`src/rtl/crc_step_engine.sv`:
```
// Word-oriented CRC-16/CRC-32 engine: one data word per operation, folded over
// four shift cycles, with optional input/output bit reversal and final XOR.
module crc_step_engine (
  input  logic        pclk,
  input  logic        prst,
  input  logic [1:0]  mode_i,
  input  logic        revin_i,
  input  logic        revout_i,
  input  logic [31:0] xorv_i,
  input  logic [31:0] init_i,
  input  logic        clr_i,
  input  logic        start_i,
  input  logic [31:0] data_i,
  output logic        busy_o,
  output logic        done_o,
  output logic [31:0] crc_o,
  output logic [31:0] res_o
);

  typedef enum logic [2:0] {
    S_IDLE, S_SHIFT1, S_SHIFT2, S_SHIFT3, S_SHIFT4, S_DONE
  } state_t;

  state_t      state_q, state_d;
  logic [1:0]  mode_q;
  logic        revout_q;
  logic [31:0] data_q;
  logic [31:0] crc_q;
  logic [31:0] res_q;
  logic        done_q;
  logic        w32_q;
  logic [7:0]  chunk;

  function automatic logic is_w32(input logic [1:0] m);
    return (m == 2'd2);
  endfunction

  function automatic logic [31:0] width_mask(input logic [1:0] m);
    return is_w32(m) ? 32'hFFFF_FFFF : 32'h0000_FFFF;
  endfunction

  function automatic logic [31:0] rev_bytes(input logic [31:0] v);
    logic [31:0] r;
    r = '0;
    for (int b = 0; b < 4; b++)
      for (int i = 0; i < 8; i++)
        r[8*b+i] = v[8*b+7-i];
    return r;
  endfunction

  function automatic logic [31:0] rev_width(input logic [31:0] v, input logic w32);
    logic [31:0] r;
    r = '0;
    if (w32) begin
      for (int i = 0; i < 32; i++) r[i] = v[31-i];
    end else begin
      for (int i = 0; i < 16; i++) r[i] = v[15-i];
    end
    return r;
  endfunction

  // Unrolled MSB-first bit steps; the state is re-masked first so a mode
  // change without clr still yields a width-consistent state.
  function automatic logic [31:0] crc_chunk(input logic [31:0] crc,
                                            input logic [7:0]  chk,
                                            input logic [1:0]  m);
    logic [31:0] c;
    logic [31:0] poly;
    logic        fb;
    c = crc & width_mask(m);
    if (is_w32(m)) begin
      for (int i = 7; i >= 0; i--) begin
        fb = c[31] ^ chk[i];
        c  = {c[30:0], 1'b0} ^ (fb ? 32'h04C1_1DB7 : 32'h0);
      end
    end else begin
      poly = (m == 2'd1) ? 32'h0000_8005 : 32'h0000_1021;
      for (int i = 3; i >= 0; i--) begin
        fb = c[15] ^ chk[i];
        c  = ({c[30:0], 1'b0} ^ (fb ? poly : 32'h0)) & 32'h0000_FFFF;
      end
    end
    return c;
  endfunction

  assign w32_q = is_w32(mode_q);

  always_comb begin
    chunk = 8'h00;
    case (state_q)
      S_SHIFT1: chunk = w32_q ? data_q[31:24] : {4'h0, data_q[15:12]};
      S_SHIFT2: chunk = w32_q ? data_q[23:16] : {4'h0, data_q[11:8]};
      S_SHIFT3: chunk = w32_q ? data_q[15:8]  : {4'h0, data_q[7:4]};
      S_SHIFT4: chunk = w32_q ? data_q[7:0]   : {4'h0, data_q[3:0]};
      default:  chunk = 8'h00;
    endcase
  end

  always_comb begin
    state_d = state_q;
    case (state_q)
      S_IDLE:   if (start_i) state_d = S_SHIFT1;
      S_SHIFT1: state_d = S_SHIFT2;
      S_SHIFT2: state_d = S_SHIFT3;
      S_SHIFT3: state_d = S_SHIFT4;
      S_SHIFT4: state_d = S_DONE;
      S_DONE:   state_d = S_IDLE;
      default:  state_d = S_IDLE;
    endcase
  end

  always_ff @(posedge pclk) begin
    if (prst) begin
      state_q  <= S_IDLE;
      mode_q   <= 2'd0;
      revout_q <= 1'b0;
      data_q   <= '0;
      crc_q    <= '0;
      res_q    <= '0;
      done_q   <= 1'b0;
    end else if (clr_i) begin
      // clr aborts everything; masking follows the live mode input
      state_q <= S_IDLE;
      crc_q   <= init_i & width_mask(mode_i);
      done_q  <= 1'b0;
    end else begin
      state_q <= state_d;
      done_q  <= (state_q == S_DONE);
      if (state_q == S_IDLE && start_i) begin
        mode_q   <= mode_i;
        revout_q <= revout_i;
        data_q   <= revin_i ? rev_bytes(data_i) : data_i;
      end
      if (state_q inside {S_SHIFT1, S_SHIFT2, S_SHIFT3, S_SHIFT4})
        crc_q <= crc_chunk(crc_q, chunk, mode_q);
      if (state_q == S_DONE)
        res_q <= ((revout_q ? rev_width(crc_q, w32_q) : crc_q) ^ xorv_i)
                 & width_mask(mode_q);
    end
  end

  assign busy_o = (state_q != S_IDLE);
  assign done_o = done_q;
  assign crc_o  = crc_q;
  assign res_o  = res_q;

endmodule

```
`config.mk`:
```
export PLATFORM = sky130hd
export DESIGN_NAME = crc_step_engine
export DESIGN_NICKNAME = d
export VERILOG_FILES = /design/src/rtl/crc_step_engine.sv
export SDC_FILE = /design/constraint.sdc
export NUM_CORES = 1
export LEC_CHECK = 0
export CORE_UTILIZATION = 40
export DETAILED_ROUTE_END_ITERATION = 10
export GPL_TIMING_DRIVEN = 0
export PLACE_DENSITY = 0.73
export SKIP_LAST_GASP = 1
export SYNTH_ARGS = -nofsm -noshare
export SYNTH_HDL_FRONTEND = slang
export SYNTH_SLANG_ARGS = --single-unit
```
`constraint.sdc`:
```
create_clock -name pclk -period 3.15 [get_ports pclk]
set_clock_uncertainty 0.2 [all_clocks]
set_input_delay 0.63 -clock pclk [delete_from_list [all_inputs] [get_ports pclk]]
set_output_delay 0.63 -clock pclk [all_outputs]
set_load 0.02 [all_outputs]
```
==> out/results.ini <==
[outcome]
outcome=complete, but fails checks
violations=negative setup slack

[detailed_routing]
dr.first_iter.drc_count=1091
wirelength_um=26400
wl_per_cell_um=20.5
drc=0
avgViaCountPerCell=5.89
vias=7575
ant_nets=0
dr.pass1.iters=6

[global_route]
grt_max_degree=17
overflow=0
globalRouteMet3Util_pct=5.67
grt_usage_pct=28.7
grt_pass1_wl_um=38700
top_usage_layer=met2
grtUsageMet2_pct=44.1
grt_use_met1_pct=38.6
grt_pass1_vias=6894
antenna_found_initial=0

[die]
start_util_pct=41.2
die_h_um=133
placementRows=47
die_x_um=133
die_area_um2=17700
core_um2=16600
io_pins=170

[finish]
stdcell_count=1286
diodes=0
layout_commonest_cell=clkdlybuf4s50_1
num-nets-final=1165
drive_gt1_share_pct=12.8
area_growth_pct=43.8
layout_common_cells=clkdlybuf4s50_1, nor2_1, dfxtp_1

[timing]
tightest_slew_ns=0.866
clock.fmax_mhz=303
setup_viol=10
hold_slack_ns=0.299
finalCriticalPeriod_ns=3.30
rsz0062_at_grt=yes
slew_violations=0
hold_violations=0
finalWorstSetupSlack_ns=-0.145
fin_tns_setup_ns=-0.427
slew_headroom_pct=42.3
timing.final.crit_share_pct=105

[clocking]
cts_root_buffer=clkbuf_16
cts_buffers=9
clock_latency_ns=0.36
cts.sinks=103
htreeDepth=3
path_clk_slew_ns=0.07
cts_buffer_depth=2
cts_tree=done
hold_buffers=0

[worst_hold_path]
worstHoldPathCells=2
min_path_type=reg2reg
worstHoldStart=res_o[9]
whs_endpoint=res_o[9]

[critical_path]
cp.arrival_ns=3.31
endpoint_kind=register
worstReg2RegStart=state_q[1]
crit_path_max_fanout=5
regToRegSetupSlack_ns=-0.15
crit_type=reg2reg
r2r_end=crc_o[12]
start_kind=register
required_ns=3.16
reg2reg_depth=13

[power_and_ir_drop]
powerDensity_nw_per_um2=388
p_total_w=0.00383
irDropWorstVdd_v=0.000288
cellLeakagePower_nw=3.59

[logic_synthesis]
synth.net_count=947
ys_async_sr_fraction_pct=0
yosysUniqueCellTypes=68
seq_area_frac_synth_pct=30.1
syn_avg_cell_area_um2=8.14
yosys_most_used_dff=dfxtp_1
netlist_instances=843
ys_ff_latch=103
synth-edff-count=0
synthesis.area_um2=6860
yosysWarnings=0

[placement]
io_buffers=168
dp.cells=1231
hpwl_um=18900
place.gp.congestion=0.953

[run]
drv_cap=0

-- worst max path at each step --
stage / start / to / cells after the start
after floorplan: mode_q[0] / crc_o[0] / 11
after global placement: mode_q[0] / crc_o[7] / 11
after detailed placement: mode_q[0] / crc_o[7] / 11
after CTS: state_q[1] / crc_o[11] / 12
after global routing: state_q[1] / crc_o[12] / 13
final: state_q[1] / crc_o[12] / 13
-- cells in the mapped netlist, types with 3 or more instances --
cell type	n	area (um2)
nor2_1	126	473
dfxtp_1	103	2060
clkbuf_1	67	251
a211oi_1	60	450
xnor2_1	55	482
mux2i_1	41	410
nand2_1	38	143
a21oi_1	35	175
o21ai_0	31	155
xor2_1	30	263
nor3_1	28	140
a22oi_1	20	150
a221oi_1	18	158
a31oi_1	18	113
nor2b_1	17	106
nand3_1	16	80.1
inv_1	12	45.0
and2_1	11	68.8
xnor3_1	11	248
nand3b_1	8	60.1
buf_2	6	30.0
nand2b_1	6	37.5
o211ai_1	6	45.0
or3_1	6	37.5
and3_1	5	31.3
nor3b_1	5	37.5
a31o_2	4	35.0
o31ai_1	4	30.0
a32o_1	3	30.0
buf_1	3	11.3
-- sequential cells by signal, indices dropped and copies added (netlist names) --
register	count
mode_q	2
crc_o	32
done_o	1
revout_q	1
res_o	32
data_q	32
state_q	3
-- per-layer routing --
metal  part of all wire, %  vias up
li1                      -     3481
met1                    41     3510
met2                    44      483
met3                    10      101
met4                   4.4        0
met5                     0        -
-- per-stage QoR --
stage	utilization [%]	worst slack [ns]	instance area [um2]
global placement	53.2	-0.517	8850
CTS	57.2	-0.0668	9520
global route	59.3	-0.245	9870
detailed placement	53.2	-0.604	8850
floorplan	-	-0.0391	6900
finish	59.3	-0.145	9870
-- logic make-up (layout without fill, tap and decap cells) --
family / Yosys count / count (layout) / synth area share [%]
and+or+nand+nor: 278 / 278 / 19.2
muxes: 46 / 46 / 7.00
DFF: 103 / 103 / 30.1
xor gates and xnor gates: 98 / 98 / 15.1
buffers and inverters: 90 / 313 / 5.20
AOI/OAI and AO/OA: 228 / 228 / 23.4
-- area by class of cell --
| type | count | area [um2] |
|---|---|---|
| Sequential cell | 103 | 2080 |
| Tap cell | 220 | 275 |
| Clock inverter | 5 | 105 |
| Fill cell | 1482 | 6780 |
| Buffer | 74 | 315 |
| Multi-Input combinational cell | 650 | 4790 |
| Inverter | 12 | 45.0 |
| Timing Repair Buffer | 211 | 2010 |
| Clock buffer | 11 | 243 |
-- worst max-delay path: stages, from the launching register on --
cell and delay (ns):
dfxtp_2 0.33, buf_6 0.13, nor2b_4 0.14, a22o_1 0.21, a222oi_1 0.33, buf_4 0.20
mux2i_2 0.22, buf_4 0.19, xnor2_4 0.13, buf_6 0.16, xnor3_1 0.35, xnor3_1 0.21
a211oi_2 0.27, nor3_1 0.08
-- power by group --
group          switching (W)  internal (W)
registers          0.0000883       0.00136
clock network       0.000527      0.000799
logic               0.000548      0.000505
-- timing repair --
item | CTS | global route
buffers inserted | 18 | 24
cloned | 0 | 1
resized for setup | 50 | 39
pin swaps | 13 | 32
endpoints found under the setup margin | 26 | 68
(Power assumes the default switching activity.)
